[config.mk]
export PLATFORM = sky130hd
export DESIGN_NAME = video_stream_tx
export DESIGN_NICKNAME = d
export VERILOG_FILES = /design/src/rtl/video_stream_tx.sv
export SDC_FILE = /design/constraint.sdc
export NUM_CORES = 1
export LEC_CHECK = 0
export BUFFER_PORTS_ARGS = -buffer_cell sky130_fd_sc_hd__buf_2
export CORE_ASPECT_RATIO = 0.6
export CORE_UTILIZATION = 31
export DETAILED_ROUTE_END_ITERATION = 10
export PLACE_DENSITY = 0.48
export SLEW_MARGIN = 20
export SYNTH_ARGS = -nofsm -noshare
export SYNTH_HDL_FRONTEND = slang
export SYNTH_SLANG_ARGS = --single-unit
[constraint.sdc]
create_clock -name clk -period 4.97 [get_ports clk]
set_clock_uncertainty 0.15 [all_clocks]
set_input_delay 0.994 -clock clk [delete_from_list [all_inputs] [get_ports clk]]
set_output_delay 0.994 -clock clk [all_outputs]
set_load 0.1 [all_outputs]
[src/rtl/video_stream_tx.sv]
// Pixel-stream to 3-bit RGB video transmitter: raster timing, 4-entry pixel FIFO, frame alignment.
// Optional VIDEO_TX_PATTERN_EN: pixels left black by HUNT/ARMED/underflow show colour bars hpos[7:5].
module video_stream_tx #(
   parameter int H_DISPLAY = 256,
   parameter int H_FRONT   = 7,
   parameter int H_SYNC    = 23,
   parameter int H_BACK    = 23,
   parameter int V_DISPLAY = 240,
   parameter int V_BOTTOM  = 14,
   parameter int V_SYNC    = 3,
   parameter int V_TOP     = 5,
   parameter int PIX_DIV   = 2
) (
   input  logic        clk,
   input  logic        reset,
   input  logic        pix_valid,
   input  logic [2:0]  pix_data,
   input  logic        pix_sof,
   output logic        pix_ready,
   output logic        hsync,
   output logic        vsync,
   output logic [2:0]  rgb,
   output logic        display_on,
   output logic [8:0]  hpos,
   output logic [8:0]  vpos,
   output logic [15:0] frame_cnt,
   output logic        underflow,
   output logic        sync_err
);

   localparam int H_TOTAL  = H_DISPLAY + H_FRONT + H_SYNC + H_BACK;
   localparam int V_TOTAL  = V_DISPLAY + V_BOTTOM + V_SYNC + V_TOP;
   localparam int HS_START = H_DISPLAY + H_FRONT;
   localparam int HS_END   = HS_START + H_SYNC;
   localparam int VS_START = V_DISPLAY + V_BOTTOM;
   localparam int VS_END   = VS_START + V_SYNC;
   localparam int DIV_W    = (PIX_DIV > 1) ? $clog2(PIX_DIV) : 1;

   typedef enum logic [1:0] {HUNT, ARMED, STREAM} state_t;

   state_t             state, state_nxt;
   logic [DIV_W-1:0]   div;
   logic               tick;
   logic [8:0]         h_nxt, v_nxt;
   logic               frame_wrap, vis_nxt, origin_nxt;
   logic [3:0]         mem [4];
   logic [3:0]         head;
   logic [1:0]         rd_ptr, wr_ptr;
   logic [2:0]         count, count_nxt;
   logic               push, store, pop, flush;
   logic [2:0]         rgb_nxt, fill;
   logic               underflow_nxt, sync_err_nxt;

   assign tick = (div == DIV_W'(PIX_DIV - 1));
   assign push = pix_valid && pix_ready;
   assign head = mem[rd_ptr];

`ifdef VIDEO_TX_PATTERN_EN
   assign fill = h_nxt[7:5];
`else
   assign fill = 3'd0;
`endif

   // Position the raster moves to on the next tick; colour is resolved for that position.
   always_comb begin
      h_nxt      = hpos + 9'd1;
      v_nxt      = vpos;
      frame_wrap = 1'b0;
      if (hpos == 9'(H_TOTAL - 1)) begin
         h_nxt = '0;
         if (vpos == 9'(V_TOTAL - 1)) begin
            v_nxt      = '0;
            frame_wrap = 1'b1;
         end else begin
            v_nxt = vpos + 9'd1;
         end
      end
      vis_nxt    = (h_nxt < 9'(H_DISPLAY)) && (v_nxt < 9'(V_DISPLAY));
      origin_nxt = (h_nxt == '0) && (v_nxt == '0);
   end

   always_comb begin
      state_nxt     = state;
      pop           = 1'b0;
      flush         = 1'b0;
      rgb_nxt       = rgb;
      underflow_nxt = 1'b0;
      sync_err_nxt  = 1'b0;
      store         = push;
      if (tick) begin
         rgb_nxt = '0;
         if (vis_nxt) begin
            case (state)
               HUNT: rgb_nxt = fill;
               ARMED: begin
                  if (origin_nxt) begin
                     pop       = 1'b1;
                     rgb_nxt   = head[2:0];
                     state_nxt = STREAM;
                  end else begin
                     rgb_nxt = fill;
                  end
               end
               STREAM: begin
                  if (count == 3'd0) begin
                     underflow_nxt = 1'b1;
                     rgb_nxt       = fill;
                  end else if (head[3] != origin_nxt) begin
                     flush        = 1'b1;
                     sync_err_nxt = 1'b1;
                     state_nxt    = HUNT;
                  end else begin
                     pop     = 1'b1;
                     rgb_nxt = head[2:0];
                  end
               end
               default: state_nxt = HUNT;
            endcase
         end
      end
      // While hunting the FIFO is empty; only a start-of-frame entry may enter it.
      if (state == HUNT) begin
         store = push && pix_sof;
         if (store) state_nxt = ARMED;
      end
      if (flush) store = 1'b0;
      count_nxt = flush ? 3'd0 : (count + {2'b0, store} - {2'b0, pop});
   end

   always_ff @(posedge clk or posedge reset) begin
      if (reset) begin
         div        <= '0;
         hpos       <= '0;
         vpos       <= '0;
         hsync      <= 1'b1;
         vsync      <= 1'b1;
         display_on <= 1'b1;
         rgb        <= '0;
         frame_cnt  <= '0;
         underflow  <= 1'b0;
         sync_err   <= 1'b0;
         pix_ready  <= 1'b0;
         state      <= HUNT;
         count      <= '0;
         rd_ptr     <= '0;
         wr_ptr     <= '0;
      end else begin
         state     <= state_nxt;
         count     <= count_nxt;
         pix_ready <= (count_nxt < 3'd4);
         underflow <= underflow_nxt;
         sync_err  <= sync_err_nxt;
         rgb       <= rgb_nxt;
         if (flush) begin
            rd_ptr <= '0;
            wr_ptr <= '0;
         end else begin
            if (store) wr_ptr <= wr_ptr + 2'd1;
            if (pop)   rd_ptr <= rd_ptr + 2'd1;
         end
         if (tick) begin
            div        <= '0;
            hpos       <= h_nxt;
            vpos       <= v_nxt;
            hsync      <= !((h_nxt >= 9'(HS_START)) && (h_nxt < 9'(HS_END)));
            vsync      <= !((v_nxt >= 9'(VS_START)) && (v_nxt < 9'(VS_END)));
            display_on <= vis_nxt;
            if (frame_wrap) frame_cnt <= frame_cnt + 16'd1;
         end else begin
            div <= div + DIV_W'(1);
         end
      end
   end

   always_ff @(posedge clk) begin
      if (store) mem[wr_ptr] <= {pix_sof, pix_data};
   end

endmodule

==> flow_metrics.py, run 1 <==
metrics = {
    "status": {
        "status": "finished clean",
    },
    "routing": {
        "dr.pass1.iters": 4,
        "via_per_inst": 5.01,
        "wl_um": 8990,
        "drc": 0,
        "drt-initial-drc-count": 151,
        "ant_nets": 0,
        "vias": 2992,
        "wl_per_cell_um": 15.1,
    },
    "critical_path": {
        "worst-setup-path-type": "reg -> reg",
        "start_kind": "flop",
        "worstPathCellList": "inv_1 > ha_1 > nand4bb_2 > nor4_1 > xnor2_1 > o2111ai_2 > nor4b_4 > xnor2_1 > a22o_2 > and2_2 > ha_1 > inv_1 > ha_1 > fa_1 > xnor2_1 > or2_1",
        "arrival_ns": 4.60,
        "slowest_delay_ns": 0.45,
        "reg2reg_slack_ns": 0.44,
        "cp_max_fo": 6,
        "timing.rr.end": "pix_ready",
        "slowest_stage": "nor4b_4",
        "worstReg2RegStart": "hpos[0]",
        "required_ns": 5.04,
        "r2r.worst_path.cells": 16,
        "endpoint_kind": "flop",
    },
    "floorplanning": {
        "ios": 50,
        "die_h_um": 89.7,
        "start_util_pct": 32.3,
        "die_area_um2": 13300,
        "fp.coreArea_um2": 12300,
        "num_rows": 31,
        "die_w_um": 148,
    },
    "grt": {
        "gr-total-overflow": 0,
        "grt_max_degree": 54,
        "use_met3_pct": 4.62,
        "met2_usage_pct": 19.2,
        "busiest_layer": "met1",
        "grt_pass1_vias": 2824,
        "grt_pass1_wl_um": 15400,
        "grt_antenna_before_repair": 0,
        "grt_usage_pct": 14.7,
        "met1_usage_pct": 22.8,
    },
    "logic_synthesis": {
        "synth_top_area_share_pct": 31.5,
        "synth.area.top_cells": "dfrtp_1 31%, edfxtp_1 12%, ha_1 5.0%",
        "yosysMostFrequentCell": "dfrtp_1",
        "synth.avg_cell_area_um2": 10.5,
        "ys_ff_latch": 69,
        "synth_nets": 401,
        "yosysSeqAreaShare_pct": 45.5,
        "synth.distinct_cells": 76,
        "netlist_instances": 377,
        "yosysTopAreaCell": "dfrtp_1",
        "synth_ff_type": "dfrtp_1",
        "synth-edff-count": 16,
        "ys_warn_count": 0,
        "async_reset_ff_share_pct": 76.8,
        "syn_area_um2": 3980,
        "synth_common_cells": "50 x dfrtp_1, 27 x nor2_1, 25 x nand2_1",
    },
    "place": {
        "hpwl_um": 6640,
        "place.port_buffers": 49,
        "placed_cell_area_um2": 4390,
        "gp_congestion": 0.842,
    },
    "power": {
        "vdd_drop_max_v": 0.000209,
        "power_leakage_uw": 0.00209,
        "powerDensity_nw_per_um2": 328,
    },
    "cts": {
        "cts_made_buffers": 9,
        "postCtsSetupRepairBufs": 0,
        "tritoncts": "built",
        "clockBufferDepth": 2,
        "clock_latency_ns": 0.33,
        "ctsHtreeMaxLevel": 3,
        "root_buffer": "clkbuf_16",
        "clock_sinks": 69,
        "clk_pin_slew_ns": 0.06,
    },
    "hold_path": {
        "worstHoldStart": "frame_cnt[15]",
        "hold_path_depth": 1,
        "hold_end": "frame_cnt[15]",
        "hold_path.class": "reg -> reg",
    },
    "sta": {
        "period_share_pct": 91.1,
        "maxSlewHeadroom_pct": 38.0,
        "report.final.slew_viol_count": 0,
        "setup_viol": 0,
        "fmax_mhz": 221,
        "timing_hold_violations_final": 0,
        "fin_crit_ns": 4.53,
        "setup_tns_ns": 0,
        "rsz0062_at_grt": "no",
        "worstMarginPinSlew_ns": 0.919,
    },
    "finish": {
        "fillers": 1212,
        "design_area_um2": 4700,
        "nNetsFinal": 451,
        "drive_above_1_share_pct": 25.0,
        "diodes": 0,
        "syn_to_final_growth_pct": 18.2,
    },
    "run": {
        "cap_violations": 0,
    },
}
==> cell families after synthesis <==
| family | Yosys count | synth area share (%) |
|---|---|---|
| compound gates | 74 | 13.7 |
| buf+inv | 40 | 4.75 |
| mux | 10 | 3.81 |
| fa+ha+maj | 18 | 5.79 |
| xor+xnor | 29 | 6.39 |
| flops | 69 | 45.5 |
| simple gates | 137 | 20.0 |
==> cells in the final DEF, fill, tap and decap left out, drive strengths merged, types with 3 or more instances in the layout <==
cell,synthesis,final
buf,9,58
dfrtp,50,50
nor2,28,28
nand2,26,26
inv,20,23
nand3,21,21
o21ai,19,19
xnor2,18,18
ha,16,16
edfxtp,16,16
a21oi,13,13
nand4,11,11
xor2,11,11
nor3,10,10
clkbuf,10,9
and3,8,8
o31ai,6,6
mux2i,5,5
and2,5,5
or2,5,5
mux4,4,4
nor4,4,4
a211oi,4,4
nand2b,3,3
a31oi,3,3
o21a,3,3
a32o,3,3
dfstp,3,3
o2111ai,3,3
==> cell type report <==
class	instances	area (um^2)	share of cell area (%)
tap	165	206	4.39
timing repair buffer	58	313	6.66
clock inverter	7	82.6	1.76
sequential	69	1810	38.5
clock buffer	9	225	4.79
multi-input combinational	268	1980	42.2
inverter	21	78.8	1.68
==> metrics by stage <==
step / total power, uW / util [%] / worst slack, ns / std cells / hold slack [ns]
6_report: 1540 / 38.2 / 0.442 / 597 / 0.331
4_1_cts: 1560 / 38.2 / 0.339 / 597 / 0.347
3_5_place_dp: 897 / 35.7 / 0.350 / 581 / 0.331
5_1_grt: 1630 / 38.2 / 0.106 / 597 / 0.356
3_3_place_gp: 894 / 35.7 / 0.477 / 581 / 0.318
2_1_floorplan: 841 / - / 0.193 / 377 / 0.388
==> registers in the layout (all words and copies together) (netlist names) <==
signal and count:
hsync 1, display_on 1, underflow 1, sync_err 1, div 1, frame_cnt 16, rgb 3, hpos 9
mem 16, pix_ready 1, state 2, vsync 1, vpos 9, rd_ptr 2, wr_ptr 2, count 3
==> report_power, final <==
group	internal [uW]	leakage [uW]	total [uW]	switching, uW
combinational	86.8	0.00110	227	140
sequential	628	0.000845	658	29.8
clock	396	0.000145	654	258
total	1110	0.00209	1540	428
==> worst max-delay path by stage <==
stage / depth (start not counted) / startpoint / slack, ns / end
2_1_floorplan: 17 / hpos[0] / 0.19 / pix_ready
3_3_place_gp: 16 / hpos[0] / 0.48 / pix_ready
3_5_place_dp: 16 / hpos[0] / 0.35 / pix_ready
4_1_cts: 16 / hpos[0] / 0.34 / pix_ready
5_1_grt: 16 / hpos[0] / 0.11 / pix_ready
6_report: 16 / hpos[0] / 0.44 / pix_ready
==> worst max-delay path, delay by kind of cell, from the launching register on <==
kind            cells  cell delay, ns
xor+xnor            3            0.57
compound gates      2            0.49
flops               1            0.42
simple gates        5            1.48
fa+ha+maj           4            1.05
buf+inv             2            0.22
==> per-layer routing <==
| metal | part of all wire, % | wire, um | vias up |
|---|---|---|---|
| met5 | 0 | 0 | - |
| met4 | 0.62 | 56 | 0 |
| met3 | 5.2 | 470 | 5 |
| met2 | 40 | 3590 | 76 |
| met1 | 54 | 4870 | 1427 |
| li1 | - | - | 1484 |
==> repair_timing <==
action                     in CTS  in global routing
hold buffers                    0                  0
setup endpoints to repair       0                  1
resized for setup               0                  1
(Power assumes the default switching activity.)
==> inputs of run 2 (changes only) <==
--- a/config.mk
+++ b/config.mk
@@ -9,7 +9,6 @@
 export CORE_ASPECT_RATIO = 0.6
 export CORE_UTILIZATION = 31
 export DETAILED_ROUTE_END_ITERATION = 10
-export PLACE_DENSITY = 0.48
 export SLEW_MARGIN = 20
 export SYNTH_ARGS = -nofsm -noshare
 export SYNTH_HDL_FRONTEND = slang
==> run 2 against run 1 <==
Against the previous run:
- power down 2.6%
- combinational power up 2%
- cell count unchanged
- via count up 4.4%
- highest routed layer unchanged
==> flow_metrics.py, run 2 (synthesized netlist as in run 1, its figures left out) <==
metrics = {
    "status": {
        "status": "finished clean",
    },
    "finish": {
        "fin_cells": 597,
        "mostFrequentLayoutCells": "50 x dfrtp_1, 49 x buf_2, 27 x nor2_1, 25 x nand2_1, 21 x nand3_1",
        "reg_top3": "frame_cnt (16), mem (16)",
        "diodes": 0,
        "final_common_cell": "dfrtp_1",
        "syn_to_final_growth_pct": 17.7,
        "nNetsFinal": 451,
        "drive_above_1_share_pct": 25.2,
        "seq_area_um2": 1810,
        "multi_input_area_um2": 1990,
        "fillers": 1213,
    },
    "sta": {
        "rsz0062_at_grt": "no",
        "fmax_mhz": 220,
        "setup_viol": 0,
        "timing_hold_violations_final": 0,
        "period_share_pct": 91.5,
        "maxSlewHeadroom_pct": 39.9,
        "setup_slack_ns": 0.424,
        "worstMarginPinSlew_ns": 0.879,
        "setup_tns_ns": 0,
        "report.final.slew_viol_count": 0,
        "fin_crit_ns": 4.55,
    },
    "grt": {
        "grt_pass1_vias": 3080,
        "grt_max_degree": 54,
        "gr-total-overflow": 0,
        "grt_usage_pct": 15.4,
        "grt_antenna_before_repair": 0,
        "grt_pass1_wl_um": 16100,
    },
    "cts": {
        "tritoncts": "built",
        "clock_latency_ns": 0.34,
        "ctsHtreeMaxLevel": 3,
        "cts_made_buffers": 9,
        "clk_pin_slew_ns": 0.06,
        "root_buffer": "clkbuf_16",
        "clockBufferDepth": 2,
        "clock_sinks": 69,
    },
    "power": {
        "power_leakage_uw": 0.00209,
        "powerDensity_nw_per_um2": 320,
        "vdd_drop_max_v": 0.000293,
    },
    "critical_path": {
        "start_kind": "flop",
        "cp_max_fo": 10,
        "endpoint_kind": "flop",
        "arrival_ns": 4.62,
        "required_ns": 5.05,
        "r2r.worst_path.cells": 16,
        "worst-setup-path-type": "reg -> reg",
    },
    "place": {
        "place.port_buffers": 49,
        "hpwl_um": 6780,
        "gp_congestion": 0.872,
        "pre_cts_ws_ns": 0.239,
        "dp_cells": 579,
    },
    "floorplanning": {
        "start_util_pct": 32.3,
        "num_rows": 31,
        "fp.coreArea_um2": 12300,
        "die_area_um2": 13300,
        "die_h_um": 89.7,
        "die_w_um": 148,
        "ios": 50,
    },
    "hold_path": {
        "hold_path_depth": 1,
        "hold_path.class": "reg -> reg",
    },
    "routing": {
        "wl_per_cell_um": 15.8,
        "drt-initial-drc-count": 196,
        "vias": 3124,
        "dr.pass1.iters": 5,
        "via_per_inst": 5.23,
        "ant_nets": 0,
        "drc": 0,
        "wl_um": 9420,
    },
    "run": {
        "cap_violations": 0,
    },
}
## run 2: cell count changes in the layout (fill, tap and decap cells not counted)
cell and change:
bufinv_16 -1, clkinv_2 +2, clkinv_4 +1, clkinvlp_4 -2, nor4_1 -1, nor4_2 +1
## run 2: timing repair
| action | 4_1_cts | 5_1_grt |
|---|---|---|
| hold buffers | 0 | 0 |
| setup endpoints to repair | 0 | 3 |
| setup buffers | 0 | 2 |
| resized for setup | 0 | 2 |
| hold endpoints to repair | 0 | 0 |
## run 2: report_power, final
group / total [uW] / internal (uW) / switching (uW)
clock network: 610 / 344 / 265
logic: 231 / 87.1 / 144
registers: 658 / 628 / 30.5
total: 1500 / 1060 / 440
## run 2: through the flow
stage,power (uW),hold WS [ns],utilization (%),area (um^2)
final,1500,0.325,38.0,4680
after global routing,1580,0.346,38.0,4680
after CTS,1520,0.328,37.8,4650
after detailed placement,902,0.313,35.5,4370
after global placement,891,0.310,35.5,4370
after floorplan,841,0.388,-,3980
## run 2: critical path, stage by stage, from the launching register on
cell and delay (ns):
dfrtp_1 0.49, ha_1 0.45, and3_1 0.37, nand3_1 0.13, a32oi_2 0.45, o221ai_2 0.20
nor4b_4 0.23, buf_4 0.18, xnor2_1 0.09, a22o_2 0.25, and2_2 0.20, ha_1 0.27
inv_1 0.04, ha_1 0.18, fa_1 0.38, xnor2_1 0.15, or2_1 0.21
## run 2: final cells by class
type	count	share of cell area, %
Sequential cell	69	38.7
Tap cell	165	4.41
Clock inverter	7	1.20
Clock buffer	9	4.81
Inverter	21	1.68
Timing Repair Buffer	58	6.69
Multi-Input combinational cell	268	42.5
## run 2: per-layer routing
layer  up-vias  track usage, %  routed length, um
met2       106            21.4               3910
met4         0            3.95                 70
met1      1535            23.0               4640
li1       1475               -                  -
met5         -               0                  0
met3         8            4.52                798
## run 2: final timing paths
| path | from | to | slack, ns |
|---|---|---|---|
| min reg2reg | frame_cnt[15] | frame_cnt[15] | 0.33 |
| min | frame_cnt[15] | frame_cnt[15] | 0.33 |
| max in group asynchronous | reset | hpos[6] | 3.51 |
| max | hpos[1] | pix_ready | 0.42 |
| min in group asynchronous | reset | frame_cnt[13] | 0.69 |
| max reg2reg | hpos[1] | pix_ready | 0.42 |
==> inputs of run 3 (changes only) <==
--- a/config.mk
+++ b/config.mk
@@ -9,6 +9,7 @@
 export CORE_ASPECT_RATIO = 0.6
 export CORE_UTILIZATION = 31
 export DETAILED_ROUTE_END_ITERATION = 10
+export RECOVER_POWER = 25
 export SLEW_MARGIN = 20
 export SYNTH_ARGS = -nofsm -noshare
 export SYNTH_HDL_FRONTEND = slang
==> run 3 against run 2 <==
Against the previous run:
- the flow now finishes with violations (capacitance limit, slew limit)
- routed wire length fell by 0.33%
- hold slack barely moved
- clock power fell by 0.8%
- non-clock buffer count did not move
- critical endpoint unchanged
- fmax barely moved
- largest power group unchanged
- global-route usage did not move
- largest cell class unchanged
==> flow_metrics.py, run 3 (synthesized netlist as in run 1, its figures left out) <==
metrics = {
    "critical_path": {
        "critPathTopFamily": "adder cells",
        "timing.rr.end": "pix_ready",
        "crit_top_cell": "ha_1",
        "worstPathCellList": "ha_1 > and3_1 > nand3_1 > a32oi_2 > o221ai_2 > nor4b_4 > buf_4 > xnor2_1 > a22o_2 > and2_2 > ha_1 > inv_1 > ha_1 > fa_1 > xnor2_1 > or2_1",
        "slowest_delay_ns": 0.50,
        "required_ns": 5.04,
        "cp_max_fo": 10,
        "worstSetupPathDepth": 16,
        "worst-setup-path-type": "reg -> reg",
        "cp-endpoint": "pix_ready",
        "r2r.worst_path.cells": 16,
        "slowest_stage": "dfrtp_1",
        "reg2reg_slack_ns": 0.42,
        "endpoint_kind": "flop",
        "worstSetupStartpoint": "hpos[1]",
        "arrival_ns": 4.62,
        "cp.buffers_inverters": 2,
        "start_kind": "flop",
        "worstReg2RegStart": "hpos[1]",
    },
    "grt": {
        "gr-total-overflow": 0,
        "grt_pass1_vias": 3080,
        "grt_antenna_before_repair": 0,
        "grt_pass1_wl_um": 16100,
        "grt_usage_pct": 15.4,
        "grt_max_degree": 54,
    },
    "sta": {
        "setup_tns_ns": 0,
        "fin_crit_ns": 4.55,
        "rsz0062_at_grt": "no",
        "maxSlewHeadroom_pct": -96.4,
        "worstMarginPinSlew_ns": 2.95,
        "setup_viol": 0,
        "report.final.slew_viol_count": 54,
        "timing_hold_violations_final": 0,
        "period_share_pct": 91.5,
        "setup_slack_ns": 0.424,
        "fmax_mhz": 220,
    },
    "floorplanning": {
        "die_area_um2": 13300,
        "num_rows": 31,
        "fp.coreArea_um2": 12300,
        "ios": 50,
        "die_h_um": 89.7,
        "die_w_um": 148,
        "start_util_pct": 32.3,
    },
    "finish": {
        "mostFrequentLayoutCells": "50 x dfrtp_1, 45 x buf_2, 27 x nor2_1, 25 x nand2_1, 21 x nand3_1",
        "diodes": 0,
        "finish.utilization_pct": 37.9,
        "drive_above_1_share_pct": 23.6,
        "reg_top3": "frame_cnt (16), mem (16)",
        "fillers": 1217,
        "syn_to_final_growth_pct": 17.3,
        "nNetsFinal": 451,
        "final_common_cell": "dfrtp_1",
    },
    "cts": {
        "clk_pin_slew_ns": 0.06,
        "ctsHtreeMaxLevel": 3,
        "clock_sinks": 69,
        "root_buffer": "clkbuf_16",
        "clock_latency_ns": 0.33,
        "cts_made_buffers": 9,
        "tritoncts": "built",
        "clockBufferDepth": 2,
    },
    "routing": {
        "ant_nets": 0,
        "wl_per_cell_um": 15.7,
        "drc": 0,
        "via_per_inst": 5.20,
        "dr.pass1.iters": 4,
        "drt-initial-drc-count": 188,
        "wl_um": 9390,
        "vias": 3107,
    },
    "power": {
        "power_leakage_uw": 0.00207,
        "powerDensity_nw_per_um2": 320,
        "vdd_drop_max_v": 0.000293,
    },
    "hold_path": {
        "hold_path.class": "reg -> reg",
    },
    "status": {
        "violations": "capacitance limit, slew limit",
        "status": "complete, but fails checks",
    },
    "place": {
        "hpwl_um": 6780,
        "place.port_buffers": 49,
        "pre_cts_ws_ns": 0.239,
        "gp_congestion": 0.872,
    },
    "run": {
        "cap_violations": 1,
    },
}
[run 3: power by group]
part	leakage [uW]	switching, uW	internal, uW
Clock	0.000142	261	344
Combinational	0.00108	144	86.2
Sequential	0.000845	30.6	628
Total	0.00207	435	1060
[run 3: cell type report]
type / instances / area, um^2 / area share (%)
multi-input cells: 268 / 1990 / 42.6
flip-flops and latches: 69 / 1810 / 38.8
repair buffers: 58 / 300 / 6.44
clock buffers: 9 / 225 / 4.83
well taps: 165 / 206 / 4.42
inverters: 21 / 78.8 / 1.69
clock inverters: 7 / 56.3 / 1.21
[run 3: how the worst min path moves through the flow]
stage / startpoint / endpoint / slack, ns / depth (start not counted)
2_1_floorplan: wr_ptr[1] / wr_ptr[1] / 0.39 / 2
3_3_place_gp: frame_cnt[15] / frame_cnt[15] / 0.31 / 1
3_5_place_dp: frame_cnt[15] / frame_cnt[15] / 0.31 / 1
4_1_cts: frame_cnt[15] / frame_cnt[15] / 0.33 / 1
5_1_grt: hsync / hsync / 0.35 / 2
6_report: frame_cnt[15] / frame_cnt[15] / 0.33 / 1
[run 3: per-stage QoR]
step	total power, uW	std cells	hold slack (ns)	area [um^2]
floorplan	841	377	0.388	3980
global placement	891	579	0.310	4370
detailed placement	902	579	0.313	4370
CTS	1520	595	0.328	4650
global route	1580	597	0.346	4670
finish	1490	597	0.325	4670
[run 3: routing by layer]
metal / GRT usage [%] / vias up / share of wire [%] / wire (um)
met1: 23.0 / 1541 / 51 / 4790
met2: 21.4 / 94 / 42 / 3930
met4: 3.95 / 0 / 0.34 / 32
met5: 0 / - / 0 / 0
met3: 4.52 / 4 / 6.8 / 642
li1: - / 1468 / - / -
[run 3: timing repair]
action,in CTS,in global routing
gates resized for setup,0,2
endpoints found under the setup margin,0,3
setup buffers,0,2
hold buffers,0,0
